===== src/rtl/pc_unit_ras_if.sv =====
// Control/status bundle between the control unit and the PC unit.
// The master side drives the control requests. The slave side (the PC unit)
// returns the current PC and the return-address stack status.
interface pc_unit_ras_if #(
    parameter int unsigned ADDR_W    = 16,
    parameter int unsigned OFF_W     = 8,
    parameter int unsigned RAS_DEPTH = 8
);
    localparam int unsigned CNT_W = $clog2(RAS_DEPTH) + 1;

    logic              hlt;
    logic              resume;
    logic              stall;
    logic              jump;
    logic [ADDR_W-1:0] jump_addr;
    logic              br_taken;
    logic [OFF_W-1:0]  br_off;
    logic              call;
    logic              ret;
    logic [ADDR_W-1:0] pc_out;
    logic              halted;
    logic [CNT_W-1:0]  ras_count;
    logic              ras_ovf;
    logic              ras_unf;

    modport master (
        output hlt, resume, stall, jump, jump_addr, br_taken, br_off, call, ret,
        input  pc_out, halted, ras_count, ras_ovf, ras_unf
    );

    modport slave (
        input  hlt, resume, stall, jump, jump_addr, br_taken, br_off, call, ret,
        output pc_out, halted, ras_count, ras_ovf, ras_unf
    );
endinterface


===== src/rtl/pc_unit_ras.sv =====
// Program-counter unit with a halt/resume FSM and a circular return-address stack.
// It supports stall, return, call, jump and branch requests, in that priority order.
module pc_unit_ras #(
    parameter int unsigned          ADDR_W    = 16,
    parameter int unsigned          OFF_W     = 8,
    parameter int unsigned          STEP      = 1,
    parameter logic [ADDR_W-1:0]    RESET_VEC = '0,
    parameter int unsigned          RAS_DEPTH = 8
) (
    input logic          clock,
    input logic          reset,
    pc_unit_ras_if.slave bus
);
    localparam int unsigned PTR_W = $clog2(RAS_DEPTH);
    localparam int unsigned CNT_W = $clog2(RAS_DEPTH) + 1;

    typedef enum logic [0:0] {StRun, StHalted} state_t;

    state_t            state_q, state_d;
    logic [ADDR_W-1:0] pc_q, pc_d;
    logic [ADDR_W-1:0] ras_mem [RAS_DEPTH];
    // top_q points at the slot the next push writes. The newest entry is at top_q-1.
    logic [PTR_W-1:0]  top_q, top_d;
    logic [CNT_W-1:0]  cnt_q, cnt_d;
    logic              ovf_q, ovf_d;
    logic              unf_q, unf_d;
    logic              push;
    logic [ADDR_W-1:0] pc_inc;
    logic [ADDR_W-1:0] br_ext;

    assign pc_inc = pc_q + ADDR_W'(STEP);
    assign br_ext = {{(ADDR_W - OFF_W){bus.br_off[OFF_W-1]}}, bus.br_off};

    // Next-state and next-PC selection. Only one action is taken per edge.
    always_comb begin
        state_d = state_q;
        pc_d    = pc_q;
        top_d   = top_q;
        cnt_d   = cnt_q;
        ovf_d   = ovf_q;
        unf_d   = unf_q;
        push    = 1'b0;
        unique case (state_q)
            StRun: begin
                if (bus.hlt) begin
                    state_d = StHalted;
                end else if (bus.stall) begin
                    pc_d = pc_q;
                end else if (bus.ret) begin
                    if (cnt_q != '0) begin
                        pc_d  = ras_mem[top_q - PTR_W'(1)];
                        top_d = top_q - PTR_W'(1);
                        cnt_d = cnt_q - CNT_W'(1);
                    end else begin
                        pc_d  = pc_inc;
                        unf_d = 1'b1;
                    end
                end else if (bus.call) begin
                    push  = 1'b1;
                    pc_d  = bus.jump_addr;
                    top_d = top_q + PTR_W'(1);
                    // When the stack is full, the push wraps onto the oldest entry.
                    if (cnt_q == CNT_W'(RAS_DEPTH)) begin
                        ovf_d = 1'b1;
                    end else begin
                        cnt_d = cnt_q + CNT_W'(1);
                    end
                end else if (bus.jump) begin
                    pc_d = bus.jump_addr;
                end else if (bus.br_taken) begin
                    pc_d = pc_q + br_ext;
                end else begin
                    pc_d = pc_inc;
                end
            end
            StHalted: begin
                if (bus.resume) begin
                    state_d = StRun;
                end
            end
            default: state_d = StRun;
        endcase
    end

    // State, PC, pointer and sticky-flag registers, with synchronous reset.
    always_ff @(posedge clock) begin
        if (reset) begin
            state_q <= StRun;
            pc_q    <= RESET_VEC;
            top_q   <= '0;
            cnt_q   <= '0;
            ovf_q   <= 1'b0;
            unf_q   <= 1'b0;
        end else begin
            state_q <= state_d;
            pc_q    <= pc_d;
            top_q   <= top_d;
            cnt_q   <= cnt_d;
            ovf_q   <= ovf_d;
            unf_q   <= unf_d;
        end
    end

    // Stack storage write. The contents are don't-care after reset, so there is no reset term.
    always_ff @(posedge clock) begin
        if (!reset && push) begin
            ras_mem[top_q] <= pc_inc;
        end
    end

    assign bus.pc_out    = pc_q;
    assign bus.halted    = (state_q == StHalted);
    assign bus.ras_count = cnt_q;
    assign bus.ras_ovf   = ovf_q;
    assign bus.ras_unf   = unf_q;
endmodule


===== src/flat_wrapper.sv =====
// flat-port wrapper written by rule: the top's interface ports become plain ports
module pc_unit_ras_flat 
#(
    parameter int unsigned          ADDR_W    = 16,
    parameter int unsigned          OFF_W     = 8,
    parameter int unsigned          STEP      = 1,
    parameter logic [ADDR_W-1:0]    RESET_VEC = '0,
    parameter int unsigned          RAS_DEPTH = 8
)
  (clock, reset, bus_hlt, bus_resume, bus_stall, bus_jump, bus_jump_addr, bus_br_taken, bus_br_off, bus_call, bus_ret, bus_pc_out, bus_halted, bus_ras_count, bus_ras_ovf, bus_ras_unf);
  pc_unit_ras_if #(.ADDR_W(ADDR_W), .OFF_W(OFF_W), .RAS_DEPTH(RAS_DEPTH)) bus_i ();
  input logic clock;
  input logic reset;
  input wire logic [$bits(bus_i.hlt)-1:0] bus_hlt;
  input wire logic [$bits(bus_i.resume)-1:0] bus_resume;
  input wire logic [$bits(bus_i.stall)-1:0] bus_stall;
  input wire logic [$bits(bus_i.jump)-1:0] bus_jump;
  input wire logic [$bits(bus_i.jump_addr)-1:0] bus_jump_addr;
  input wire logic [$bits(bus_i.br_taken)-1:0] bus_br_taken;
  input wire logic [$bits(bus_i.br_off)-1:0] bus_br_off;
  input wire logic [$bits(bus_i.call)-1:0] bus_call;
  input wire logic [$bits(bus_i.ret)-1:0] bus_ret;
  output wire logic [$bits(bus_i.pc_out)-1:0] bus_pc_out;
  output wire logic [$bits(bus_i.halted)-1:0] bus_halted;
  output wire logic [$bits(bus_i.ras_count)-1:0] bus_ras_count;
  output wire logic [$bits(bus_i.ras_ovf)-1:0] bus_ras_ovf;
  output wire logic [$bits(bus_i.ras_unf)-1:0] bus_ras_unf;
  assign bus_i.hlt = bus_hlt;
  assign bus_i.resume = bus_resume;
  assign bus_i.stall = bus_stall;
  assign bus_i.jump = bus_jump;
  assign bus_i.jump_addr = bus_jump_addr;
  assign bus_i.br_taken = bus_br_taken;
  assign bus_i.br_off = bus_br_off;
  assign bus_i.call = bus_call;
  assign bus_i.ret = bus_ret;
  assign bus_pc_out = bus_i.pc_out;
  assign bus_halted = bus_i.halted;
  assign bus_ras_count = bus_i.ras_count;
  assign bus_ras_ovf = bus_i.ras_ovf;
  assign bus_ras_unf = bus_i.ras_unf;
  pc_unit_ras #(.ADDR_W(ADDR_W), .OFF_W(OFF_W), .STEP(STEP), .RESET_VEC(RESET_VEC), .RAS_DEPTH(RAS_DEPTH)) u_core (.clock(clock), .reset(reset), .bus(bus_i));
endmodule

===== config.mk =====
export PLATFORM = sky130hd
export DESIGN_NAME = pc_unit_ras_flat
export DESIGN_NICKNAME = d
export VERILOG_FILES = /design/src/rtl/pc_unit_ras_if.sv /design/src/rtl/pc_unit_ras.sv /design/src/flat_wrapper.sv
export SDC_FILE = /design/constraint.sdc
export NUM_CORES = 1
export LEC_CHECK = 0
export ABC_AREA = 1
export ABC_CLOCK_PERIOD_IN_PS = 2700
export BUFFER_PORTS_ARGS = -buffer_cell sky130_fd_sc_hd__clkbuf_2
export CORE_AREA = 3 3 124 126
export DETAILED_ROUTE_END_ITERATION = 10
export DIE_AREA = 0 0 127 129
export PLACE_DENSITY = 0.84
export SETUP_SLACK_MARGIN = 0.3
export SYNTH_ARGS = -nofsm -noshare
export SYNTH_HDL_FRONTEND = slang
export SYNTH_SLANG_ARGS = --single-unit

===== constraint.sdc =====
create_clock -name clock -period 2.7 [get_ports clock]
set_clock_uncertainty 0.2 [all_clocks]
set_input_delay 0.405 -clock clock [delete_from_list [all_inputs] [get_ports clock]]
set_output_delay 0.405 -clock clock [all_outputs]
set_load 0.005 [all_outputs]

==> summary.txt <==
Synth
  • Top_reg_cell synth: edfxtp_1
  • Sequential area share after synthesis: 55.1%
  • Distinct cell type count after synthesis: 42
  • EDFF count, synth: approximately 130
  • Cell Area, Synth: 7910 sq um
  • Post-synth net total: about 900
  • Async set-reset flop share out of synthesis: 0%
  • Syn_area_per_cell: 9.30 sq um
  • Post-Synthesis Cells: 851
  • #FFs+latches synth: 154
  • Yosys Warn Count: 0

Power and ir drop
  • Logic pwr share: 13.1%
  • Total power divided by cell area: 620 nW/um^2
  • Leakage: 3.72 nW
  • Clk network pwr share: 39.9%
  • Switching share of total power: 25.7%
  • Switching power: around 0.0014 W
  • P_int: ~0.0042 W
  • Worst VDD drop: 0.489 mV
  • Total power: 0.00565 W
  • Power share of the sequential group: between 40% and 50%

STA
  • TNS Setup: 0 ps
  • Achievable frequency: 0.447 GHz
  • Final Cycle Share: ~83%
  • Slew Limit Fails: 0
  • Final setup violation count: 0
  • Relative slew margins: 49.8%
  • Final Hold Fails: 0
  • Worst-Margin Slew: 747 ps
  • Tmin final: 2230 ps
  • RSZ-0062 raised after global routing: no

Setup path
  • Required time worst endpoint: 2810 ps
  • Crit path capture type: flop
  • WS Path Type: flop to flop
  • Worst R2R Path Depth: 10
  • Levels on crit path: 10
  • Reg2reg start: u_core.top_q[1]
  • Critical Path Source Type: flop
  • Worst path cell trace: inv_1 -> ha_2 -> inv_1 -> buf_4 -> o21ai_0 -> o221ai_1 -> nand3_1 -> nand2_1 -> nor2_1 -> a21oi_1
  • Max stage delay on crit path: 440 ps
  • Most frequent CP cell: inv_1
  • Critical path's slowest cell: ha_2
  • CP delay by family, top: adder cells
  • Buf+Inv Stages, Crit Path: 3
  • Crit-path max FO: 14
  • Critical path launch point: u_core.top_q[1]
  • CP arrival: 2350 ps

Route
  • Drt wl/cell: 18.2 microns
  • Vias per cell: 5.83
  • ANT nets after route: 0
  • Post-Route WL: 20300 microns
  • DRC marker count from the first detailed-route iteration: 765
  • # DRC: 0
  • 1st-pass router iterations: 5
  • Vias: 6513

Die
  • Die W: approximately 130 microns
  • Core Box Area: 14400 sq um
  • Number of cell rows: 44
  • Die Y-Extent: 129 microns
  • Starting Density: 54.9%
  • I/O pin count: 56
  • Die ar.: 16400 sq um

Cells and area
  • Most frequent cells in the layout: nand2_1, edfxtp_1, nor2_1
  • Most common cell after layout, fill and taps aside: nand2_1
  • Multi-input logic area: ~3200 sq um
  • Number of fill cells: 1160
  • Fin nets: 975
  • Synth-to-Final Area Change: 15.1%
  • Seq. cell area: 4370 sq um
  • Antenna diodes: 0
  • Share of cells above drive strength 1: around 17%

Clocking
  • CTS tree: built
  • CTS Sinks: 154
  • Clock slew at reported path FFs: 60 ps
  • Clock buffer count from CTS: 17
  • Root buffer cell: clkbuf_16
  • Max clock buf depth: 2
  • Worst skew pair latency: 430 ps
  • CTS H-Tree Depth: 4

Global routing
  • Grt total ovfl: 0
  • Maximum number of pins on one net before global-route repair: 68
  • Total Routing Usage GR: 26.1%
  • Vias in the first global route: 6334
  • Initial antenna violation count: 0
  • First-pass GRT wire length: 32900 microns

Worst hold path
  • Hold_sp: reset
  • Min-delay worst type: input pin to flop
  • Worst Hold Depth: 2

Place
  • Gpl congestion: approximately 0.92
  • Hpwl dp: roughly 14000 microns
  • Port-buffer cells: 55

Outcome
  • Run status: finished clean

Run
  • # Max-Cap Violations: 0
per-stage QoR:
step | instances | hold slack [ps] | setup WS, ps | cell area (sq um) | util [%]
after floorplan | 851 | 252 | 206 | 7950 | -
final | 1117 | 42.3 | 465 | 9110 | 63.2
after global placement | 1084 | 250 | 341 | 8510 | 59.0
after detailed placement | 1084 | 256 | 268 | 8510 | 59.0
after global routing | 1117 | 36.2 | 318 | 9110 | 63.2
after CTS | 1117 | 4.50 | 387 | 9080 | 63.0
cell type report:
| cell class | instances | share of cell area (%) |
|---|---|---|
| Clock inverter | 14 | 1.41 |
| Multi-Input combinational cell | 586 | 34.7 |
| Tap cell | 184 | 2.53 |
| Sequential cell | 154 | 47.9 |
| Inverter | 75 | 3.12 |
| Timing Repair Buffer | 86 | 5.60 |
| Clock buffer | 18 | 4.71 |
cells by family (layout without fill, tap and decap cells):
group	after synthesis	after routing	synth area share [%]
AOI/OAI and AO/OA	201	201	14.6
buffers and inverters	111	193	5.76
DFF	154	154	55.1
adders and majority gates	22	22	3.67
xor gates and xnor gates	15	15	2.09
and+or+nand+nor	348	348	18.7
sequential cells by signal, summed over array words and instances (netlist names):
| register | count |
|---|---|
| u_core.bus.halted | 1 |
| u_core.ras_mem | 128 |
| u_core.bus.ras_count | 4 |
| u_core.bus.ras_unf | 1 |
| u_core.bus.pc_out | 16 |
| u_core.top_q | 3 |
| u_core.bus.ras_ovf | 1 |
power by group through the flow:
stage	Sequential [W]	Combinational [W]	Clock (W)
floorplan	0.00269	0.000477	0
global placement	0.00270	0.000699	0
detailed placement	0.00270	0.000715	0
CTS	0.00265	0.000724	0.00227
global route	0.00266	0.000830	0.00237
finish	0.00265	0.000742	0.00225
metal layers:
metal	up-vias	global-route usage [%]	share of wire, %
li1	3099	-	-
met1	3017	34.5	41
met2	346	41.3	47
met3	51	6.56	8.8
met4	0	11.2	3.0
met5	-	0	0
path summary, 6_finish.rpt:
check / slack (ps) / end
hold reg to reg: 280 / u_core.bus.ras_ovf
hold / removal: 40 / u_core.bus.ras_unf
setup / recovery: 470 / u_core.bus.pc_out[13]
setup reg to reg: 470 / u_core.bus.pc_out[13]
what timing repair did:
item                       4_1_cts  5_1_grt
gates resized for setup          0        7
hold buffers                     1        0
buffers inserted                 0        0
setup endpoints to repair        0      133
hold endpoints to repair         1        0
cells in the mapped netlist, types with 4 or more instances:
cell type  instances  area, sq um
nand2_2            4         25.0
nand3_1           43          215
nor3_1            13         65.1
nor2_1           108          405
buf_4              5         37.5
inv_2              7         26.3
o211ai_1          10         75.1
dfxtp_1           26          521
clkbuf_1          15         56.3
nand4_1            4         25.0
a21oi_1           45          225
o21ai_1           11         55.1
o221ai_1          24          210
inv_1             66          248
ha_1              20          250
a31oi_1            6         37.5
edfxtp_1         128         3840
nand2_1          161          604
o21ai_0           95          475
buf_2             14         70.1
xor2_1             9         78.8
(Power assumes the default switching activity.)
